## src/rtl/oled_spi_driver.sv

```systemverilog
// SSD1306 4-wire SPI driver: power-up reset, init command ROM, frame stream.
// Ports: clk/rst (sync, active high); data_to_send in; byte_counter, oled_* pins, frame_done out.
module oled_spi_driver #(
  parameter int unsigned CLK_DIV        = 4,
  parameter int unsigned POWERUP_CYCLES = 250000,
  parameter int unsigned FRAME_BYTES    = 1024,
  parameter int unsigned BYTE_GAP       = 2,
  parameter int unsigned FRAME_GAP      = 1000
) (
  input  logic       clk,
  input  logic       rst,
  input  logic [7:0] data_to_send,
  output logic [9:0] byte_counter,
  output logic       oled_sclk,
  output logic       oled_sdin,
  output logic       oled_cs,
  output logic       oled_dc,
  output logic       oled_res,
  output logic       frame_done
);

  localparam int unsigned PW   = $clog2(POWERUP_CYCLES + 1);
  localparam int unsigned FW   = $clog2(FRAME_GAP + 1);
  localparam int unsigned WW   = (PW > FW) ? PW : FW;
  localparam int unsigned DW   = $clog2(CLK_DIV + 1);
  localparam int unsigned GW   = $clog2(BYTE_GAP + 1);
  localparam int unsigned NCMD = 31;

  typedef enum logic [2:0] {
    PWR_RES,
    PWR_WAIT,
    INIT,
    FETCH,
    SEND,
    GAP
  } state_t;

  state_t        r_state;
  logic [WW-1:0] r_wait;
  logic [DW-1:0] r_div;
  logic [GW-1:0] r_gcnt;
  logic          r_gap;
  logic [2:0]    r_bit;
  logic [6:0]    r_shift;
  logic [4:0]    r_rom;
  logic          r_fetch;

  logic       w_wait_end;
  logic       w_div_end;
  logic       w_gap_end;
  logic       w_start;
  logic [7:0] w_byte;

  function automatic logic [7:0] f_rom(input logic [4:0] i);
    unique case (i)
      5'd0:  return 8'hAE;
      5'd1:  return 8'hD5;
      5'd2:  return 8'h80;
      5'd3:  return 8'hA8;
      5'd4:  return 8'h3F;
      5'd5:  return 8'hD3;
      5'd6:  return 8'h00;
      5'd7:  return 8'h40;
      5'd8:  return 8'h8D;
      5'd9:  return 8'h14;
      5'd10: return 8'h20;
      5'd11: return 8'h00;
      5'd12: return 8'hA1;
      5'd13: return 8'hC8;
      5'd14: return 8'hDA;
      5'd15: return 8'h12;
      5'd16: return 8'h81;
      5'd17: return 8'hCF;
      5'd18: return 8'hD9;
      5'd19: return 8'hF1;
      5'd20: return 8'hDB;
      5'd21: return 8'h40;
      5'd22: return 8'hA4;
      5'd23: return 8'hA6;
      5'd24: return 8'h21;
      5'd25: return 8'h00;
      5'd26: return 8'h7F;
      5'd27: return 8'h22;
      5'd28: return 8'h00;
      5'd29: return 8'h07;
      5'd30: return 8'hAF;
      default: return 8'h00;
    endcase
  endfunction

  assign w_wait_end = (r_wait == WW'(POWERUP_CYCLES - 1));
  assign w_div_end  = (r_div == DW'(CLK_DIV - 1));
  assign w_gap_end  = r_gap && (r_gcnt == GW'(BYTE_GAP - 1));

  // A byte starts on the same clk as the event that ends the previous
  // phase, so cs falls with bit7 already on sdin.
  assign w_start =
    ((r_state == PWR_WAIT) && w_wait_end) ||
    ((r_state == INIT) && w_gap_end && (r_rom != 5'(NCMD))) ||
    ((r_state == FETCH) && r_fetch);

  assign w_byte = (r_state == FETCH) ? data_to_send : f_rom(r_rom);

  always_ff @(posedge clk) begin
    frame_done <= 1'b0;
    if (rst) begin
      r_state      <= PWR_RES;
      r_wait       <= '0;
      r_div        <= '0;
      r_gcnt       <= '0;
      r_gap        <= 1'b0;
      r_bit        <= '0;
      r_shift      <= '0;
      r_rom        <= '0;
      r_fetch      <= 1'b0;
      byte_counter <= '0;
      oled_sclk    <= 1'b0;
      oled_sdin    <= 1'b0;
      oled_cs      <= 1'b1;
      oled_dc      <= 1'b0;
      oled_res     <= 1'b0;
    end else begin
      unique case (r_state)
        PWR_RES: begin
          if (w_wait_end) begin
            r_wait   <= '0;
            oled_res <= 1'b1;
            r_state  <= PWR_WAIT;
          end else begin
            r_wait <= r_wait + WW'(1);
          end
        end
        PWR_WAIT: begin
          if (w_wait_end) begin
            r_wait  <= '0;
            r_state <= INIT;
          end else begin
            r_wait <= r_wait + WW'(1);
          end
        end
        INIT, SEND: begin
          if (!r_gap) begin
            if (w_div_end) begin
              r_div <= '0;
              if (!oled_sclk) begin
                oled_sclk <= 1'b1;
              end else begin
                oled_sclk <= 1'b0;
                oled_sdin <= r_shift[6];
                r_shift   <= {r_shift[5:0], 1'b0};
                r_bit     <= r_bit + 3'd1;
                if (r_bit == 3'd7) begin
                  oled_cs <= 1'b1;
                  r_gap   <= 1'b1;
                  r_gcnt  <= '0;
                end
              end
            end else begin
              r_div <= r_div + DW'(1);
            end
          end else if (!w_gap_end) begin
            r_gcnt <= r_gcnt + GW'(1);
          end else if (r_state == INIT) begin
            if (r_rom == 5'(NCMD)) begin
              r_state <= FETCH;
            end
          end else if (byte_counter == 10'(FRAME_BYTES - 1)) begin
            byte_counter <= '0;
            frame_done   <= 1'b1;
            r_wait       <= '0;
            r_state      <= GAP;
          end else begin
            byte_counter <= byte_counter + 10'd1;
            r_state      <= FETCH;
          end
        end
        FETCH: begin
          // 2nd clk: the registered pixel byte for byte_counter is valid
          if (!r_fetch) begin
            r_fetch <= 1'b1;
          end else begin
            r_fetch <= 1'b0;
            oled_dc <= 1'b1;
            r_state <= SEND;
          end
        end
        GAP: begin
          if (r_wait == WW'(FRAME_GAP - 1)) begin
            r_wait  <= '0;
            r_state <= FETCH;
          end else begin
            r_wait <= r_wait + WW'(1);
          end
        end
        default: r_state <= PWR_RES;
      endcase

      if (w_start) begin
        r_shift   <= w_byte[6:0];
        oled_sdin <= w_byte[7];
        oled_cs   <= 1'b0;
        r_div     <= '0;
        r_bit     <= '0;
        r_gap     <= 1'b0;
        if (r_state != FETCH) begin
          r_rom <= r_rom + 5'd1;
        end
      end
    end
  end

endmodule
```

## config.mk

```make
export PLATFORM = sky130hd
export DESIGN_NAME = oled_spi_driver
export DESIGN_NICKNAME = d
export VERILOG_FILES = /design/src/rtl/oled_spi_driver.sv
export SDC_FILE = /design/constraint.sdc
export NUM_CORES = 1
export LEC_CHECK = 0
export ABC_AREA = 1
export CAP_MARGIN = 15
export CORE_ASPECT_RATIO = 0.6
export CORE_MARGIN = 1.5
export CORE_UTILIZATION = 62
export CTS_BUF_LIST = sky130_fd_sc_hd__clkbuf_8
export CTS_CLUSTER_DIAMETER = 150
export DETAILED_ROUTE_END_ITERATION = 6
export GPL_TIMING_DRIVEN = 0
export PLACE_DENSITY_LB_ADDON = 0.1
export RECOVER_POWER = 50
export SLEW_MARGIN = 20
export SYNTH_ARGS = -nofsm -noshare
export SYNTH_HDL_FRONTEND = slang
export SYNTH_SLANG_ARGS = --single-unit
```

## constraint.sdc

```tcl
create_clock -name clk -period 3.1 [get_ports clk]
set_input_delay 0.465 -clock clk [delete_from_list [all_inputs] [get_ports clk]]
set_output_delay 0.465 -clock clk [all_outputs]
set_load 0.1 [all_outputs]
```

==> flow_summary.toml, run 1 <==
[floorplan]
coreArea_um2 = 6220
dieWidth_um = 107
fp.dieArea_um2 = 7060
row_count = 22
die_y_um = 65.7
top_level_ports = 26
initial_core_util = 0.653

[worst_setup_path]
path_buf_inv = 2
crit_arrival_ns = 3.03
critical_path.max_fanout = 8
crit_required_ns = 3.34
crit_path_top_delay_cell = "dfxtp_2"
r2r_cells = 17
crit_path_cell_trace = "ha_1 -> nand2_1 -> nor2_4 -> inv_2 -> nor2_4 -> nand3_4 -> nand2_4 -> nand2_1 -> nand2_1 -> nand2_1 -> ha_1 -> inv_1 -> nand3_1 -> nand3_1 -> nand2_1 -> nand2_1 -> nand2_1"
cpPeakStageDelay_ns = 0.40
cp-start-kind = "flop"
crit_top_cell = "nand2_1"
cp-end-kind = "flop"
rr_startpoint = "r_wait[0]"
worstSetupPathType = "flop to flop"
ff2ff_setup_slack_ns = 0.31
cp_top_family = "simple AND/OR/NAND/NOR gates"

[detailed_routing]
wl_mm = 10.1
dr_total_vias = 4158
viasPerCell = 5.58
drcViolationCount = 0
first_pass_iters = 7
drtIter0Drc = 418
wl_per_cell_um = 13.5
drtAntennaViolNets = 0

[logic_synthesis]
synth_top_cell_by_area = "dfxtp_1"
synth.avg_cell_area_um2 = 6.54
netlist_area_um2 = 4060
synth-seq-cells = 67
synth_xor_area_frac = 0.0194
synth_top_family_by_area = "simple AND/OR/NAND/NOR gates"
synth_area_leaders = "dfxtp_1, nand2_1, nor2_1, nand3_1, inv_1"
synthMuxAreaShare = 0
ys_types = 36
synth_fa_ha_area_frac = 0.0462
ys_seq_area_frac = 0.330
yosys_warnings = 0
synthSimpleGateAreaFrac = 0.413
synth_compound_area_frac = 0.0971
netlist_instances = 621
synth_top_area_share = 0.330
syn_nets = 646

[cts]
clk_latency_ns = 0.35
clockBufferDepth = 2
cts_root_buf = "clkbuf_8"
numCtsBuffers = 9
cts.sinks = 67
hold_buffers = 0
h-tree-depth = 3
clk_pin_slew_ns = 0.07
cts_tree = "built"
post-cts-setup-buffer-count = 0

[place]
dp_cells = 729
pre_cts_ws_ns = 0.0854
post-dp-hpwl_mm = 7.67
place.gp.congestion = 0.964
placed_area_um2 = 4410
io_buffer_count = 24

[pwr]
swShare = 0.270
clkPwrFrac = 0.385
power_w = 0.00170
power_density_nw_per_um2 = 372
power.internal_w = 0.00124
p_seq_frac = 0.521
peakVddDrop_v = 0.000353
comb_power_share = 0.094
p_sw_w = 0.000459
p_leak_nw = 1.98

[hold_path]
hold_end = "oled_dc"
hold_class = "flop to flop"
hp-start = "oled_dc"
worstHoldPathCells = 2

[global_route]
grt-ovfl-total = 0
antenna_found_initial = 0
grt_pass1_wl_mm = 17.1
grt_max_degree = 13
track_usage = 0.310
first_global_vias = 3671

[layout]
diodes = 0
drive_gt1_frac = 0.0923
layout_commonest_cell = "nand2_1"
final_area_um2 = 4570
final_cell_mix = "nand2_1, nor2_1, dfxtp_1, inv_1, nand3_1"
fin_cells = 745
layout.nets = 681
area_growth_pct = 12.5

[sta]
slew-limit-headroom = 0.343
worstMarginPinSlew_ns = 0.983
rsz0062_at_grt = "false"
tns_ns = 0
report.final.slew_viol_count = 0
fin_crit_ns = 2.79
setup_slack_ns = 0.314
setup_viol = 0
fin_skew_ns = 0.00600
fin_crit_sh = 0.899
fmax_mhz = 359
hold_viol_final = 0

[status]
outcome = "completed"

[flow_run]
drv_cap = 0
[worst reg2reg max path, stage by stage (launching register included)]
cell	delay [ns]
dfxtp_2	0.40
ha_1	0.22
nand2_1	0.14
nor2_4	0.15
inv_2	0.06
nor2_4	0.15
nand3_4	0.16
nand2_4	0.16
nand2_1	0.07
nand2_1	0.09
nand2_1	0.19
ha_1	0.32
inv_1	0.08
nand3_1	0.15
nand3_1	0.15
nand2_1	0.06
nand2_1	0.05
nand2_1	0.07
[Yosys cell counts]
master    count
a21oi_1      32
nand2_4       3
nand2_1     186
nor2_4        2
a211oi_1      3
nand3_1      53
or2_2         3
nor3_4        1
buf_4         4
nor4_1        3
a311oi_1      7
ha_1         15
inv_1        58
nand3_4       2
o21ai_1       2
o21ai_0      22
buf_6         3
nand3b_1      3
xnor2_1       1
nor2_2        4
o21a_1        1
dfxtp_1      67
nand2_2       4
buf_2         8
nand3_2       6
nand4_1       9
nor3b_1       2
o211ai_1      2
xor2_1        8
a22oi_1       1
nor3_1       16
nor2_1       73
clkinv_1      4
clkbuf_1      4
inv_2         8
nor3_2        1
[routing by layer]
layer / share of wire / vias up / global-route usage
li1: - / 2074 / -
met1: 0.48 / 1898 / 0.443
met2: 0.42 / 173 / 0.457
met3: 0.099 / 13 / 0.0942
met4: 0.0079 / 0 / 0.0707
met5: 0 / - / 0
[area by class of cell]
class / instances / area (µm²)
multi-input combinational: 465 / 2330
fill: 546 / 1650
sequential: 67 / 1340
inverter: 70 / 263
timing repair buffer: 24 / 240
clock buffer: 10 / 138
buffer: 19 / 114
tap: 84 / 105
clock inverter: 6 / 40.0
[power by group through the flow]
stage                     registers, W  logic [W]  clock network, W
final                         0.000886   0.000160          0.000655
after global placement        0.000904   0.000151                 0
after CTS                     0.000885   0.000156          0.000672
after global routing          0.000886   0.000177          0.000715
after detailed placement      0.000905   0.000156                 0
after floorplan               0.000902   0.000117                 0
[what timing repair did]
action	in CTS	in global routing
hold endpoints to repair	0	0
endpoints found under the setup margin	0	3
gates resized for setup	0	2
[per-stage QoR]
stage	hold WS, ns	util
5_1_grt	0.484	0.735
3_3_place_gp	0.445	0.708
4_1_cts	0.463	0.737
2_1_floorplan	0.429	-
3_5_place_dp	0.452	0.708
6_report	0.462	0.735
[worst max path at each step]
stage                         start   end  depth (start not counted)
after detailed placement        rst  flop                         14
after CTS                 r_wait[0]  flop                         19
after global routing      r_wait[0]  flop                         17
after global placement          rst  flop                         14
after floorplan                 rst  flop                         14
final                     r_wait[0]  flop                         17
[cells by family after synthesis]
kind of cell             count (synthesis)
flip-flops                              67
XOR/XNOR                                 9
buffers and inverters                   89
AND/OR/NAND/NOR                        371
AO/OA/AOI/OAI                           70
adder cells (fa/ha/maj)                 15
(Power assumes the default switching activity.)
==> run 2: changes to the inputs <==
- REMOVE_ABC_BUFFERS: unset -> 1
==> run 2 against run 1 <==
Via count down 2.6%. Critical path depth down 5. Sequential power up 1%. Register-to-register slack better by 0.06 ns. Worst setup slack better by 0.010 ns. Global-route usage down 1.5 points. Clock skew up 0.0090 ns. Sequential cell count unchanged. Sequential share of layout area up 0.36 points. Cell count down 2.1%. Worst hold slack worse by 0.0066 ns. Largest cell class unchanged.
==> flow_summary.toml, run 2 (same netlist as run 1, synthesis figures left out) <==
[cts]
cts.sinks = 67
clockBufferDepth = 2
clk_pin_slew_ns = 0.07
cts_root_buf = "clkbuf_8"
h-tree-depth = 3
clk_latency_ns = 0.36
hold_buffers = 0
cts_tree = "built"
numCtsBuffers = 9

[sta]
rsz0062_at_grt = "false"
worstMarginPinSlew_ns = 0.989
fmax_mhz = 360
setup_viol = 0
fin_skew_ns = 0.0150
report.final.slew_viol_count = 0
hold_viol_final = 0
fin_crit_ns = 2.78
fin_crit_sh = 0.896
slew-limit-headroom = 0.339
tns_ns = 0

[worst_setup_path]
crit_arrival_ns = 3.08
crit_required_ns = 3.40
r2r_cells = 19
worstSetupPathType = "primary input to flop"
cp-start-kind = "primary input"
cp-end-kind = "flop"
critical_path.max_fanout = 20

[place]
post-dp-hpwl_mm = 6.95
io_buffer_count = 25
dp_cells = 711
place.gp.congestion = 0.987

[hold_path]
worstHoldPathCells = 2
hold_class = "flop to flop"

[global_route]
first_global_vias = 3458
track_usage = 0.296
antenna_found_initial = 0
grt_max_degree = 21
grt_pass1_wl_mm = 16.2
grt-ovfl-total = 0

[detailed_routing]
wl_per_cell_um = 13.3
met1Wirelength_mm = 4.70
viasPerCell = 5.56
dr_total_vias = 4050
drcViolationCount = 0
wl_met2_mm = 3.95
routed-wl-met3_um = 936
first_pass_iters = 5
wl_mm = 9.69
drtIter0Drc = 411
drtAntennaViolNets = 0
top_layer = "met4"

[floorplan]
coreArea_um2 = 6220
top_level_ports = 26
dieWidth_um = 107
row_count = 22
fp.dieArea_um2 = 7060
die_y_um = 65.7
initial_core_util = 0.653

[pwr]
p_leak_nw = 2.00
power_density_nw_per_um2 = 394
power_w = 0.00178
peakVddDrop_v = 0.000315

[layout]
layout.nets = 665
fin_cells = 729
layout_commonest_cell = "nand2_1"
multi_input_area_um2 = 2330
drive_gt1_frac = 0.0729
area_growth_pct = 11.1
fillCellCount = 516
diodes = 0
final_cell_mix = "nand2_1, nor2_1, dfxtp_1, inv_1, nand3_1"
final-seq-area_um2 = 1340
fin_util = 0.725

[status]
outcome = "completed"

[flow_run]
drv_cap = 0
run 2: area by class of cell:
type,count,share of cell area
clock inverters,5,0.0119
inverters,70,0.0591
well taps,84,0.0233
repair buffers,26,0.0571
clock buffers,11,0.0336
flip-flops and latches,67,0.297
multi-input cells,465,0.517
repair inverters,1,0.00111
run 2: metal layers:
| metal | up-vias | track usage |
|---|---|---|
| li1 | 2049 | - |
| met1 | 1811 | 0.422 |
| met2 | 177 | 0.439 |
| met3 | 13 | 0.0794 |
| met4 | 0 | 0.0789 |
| met5 | - | 0 |
run 2: worst paths after layout:
| kind | from | endpoint | slack, ns |
|---|---|---|---|
| worst min register to register | oled_dc | oled_dc | 0.45 |
| worst max-delay path | rst | flop | 0.32 |
| worst max register to register | r_wait[0] | flop | 0.37 |
| worst min-delay path | oled_dc | oled_dc | 0.45 |
run 2: critical path, cell delays in order:
cell and delay (ns):
clkdlybuf4s50_1 1.03, clkinvlp_4 0.34, nand2_1 0.23, inv_1 0.12, ha_1 0.34, inv_1 0.13
nand3_1 0.11, nand2_1 0.08, nand2_1 0.05, nand2_1 0.07, nand2_1 0.05, nand2_1 0.06
run 2: per-stage QoR:
step	instance area, µm²	worst slack [ns]	hold slack [ns]
floorplan	3940	0.543	0.433
global placement	4300	-0.581	0.441
detailed placement	4300	-0.665	0.453
CTS	4520	0.325	0.463
global route	4510	0.0859	0.466
finish	4510	0.324	0.455
run 2: what timing repair did:
action / CTS / global route
hold endpoints to repair: 0 / 0
resized for setup: 1 / 0
endpoints found under the setup margin: 8 / 0
buffers inserted: 1 / 0
run 2: report_power, final:
group / switching [W] / internal, W / leakage, nW / total, W
sequential: 0.0000225 / 0.000874 / 0.540 / 0.000897
combinational: 0.0000841 / 0.0000436 / 1.35 / 0.000128
clock: 0.000342 / 0.000411 / 0.108 / 0.000753
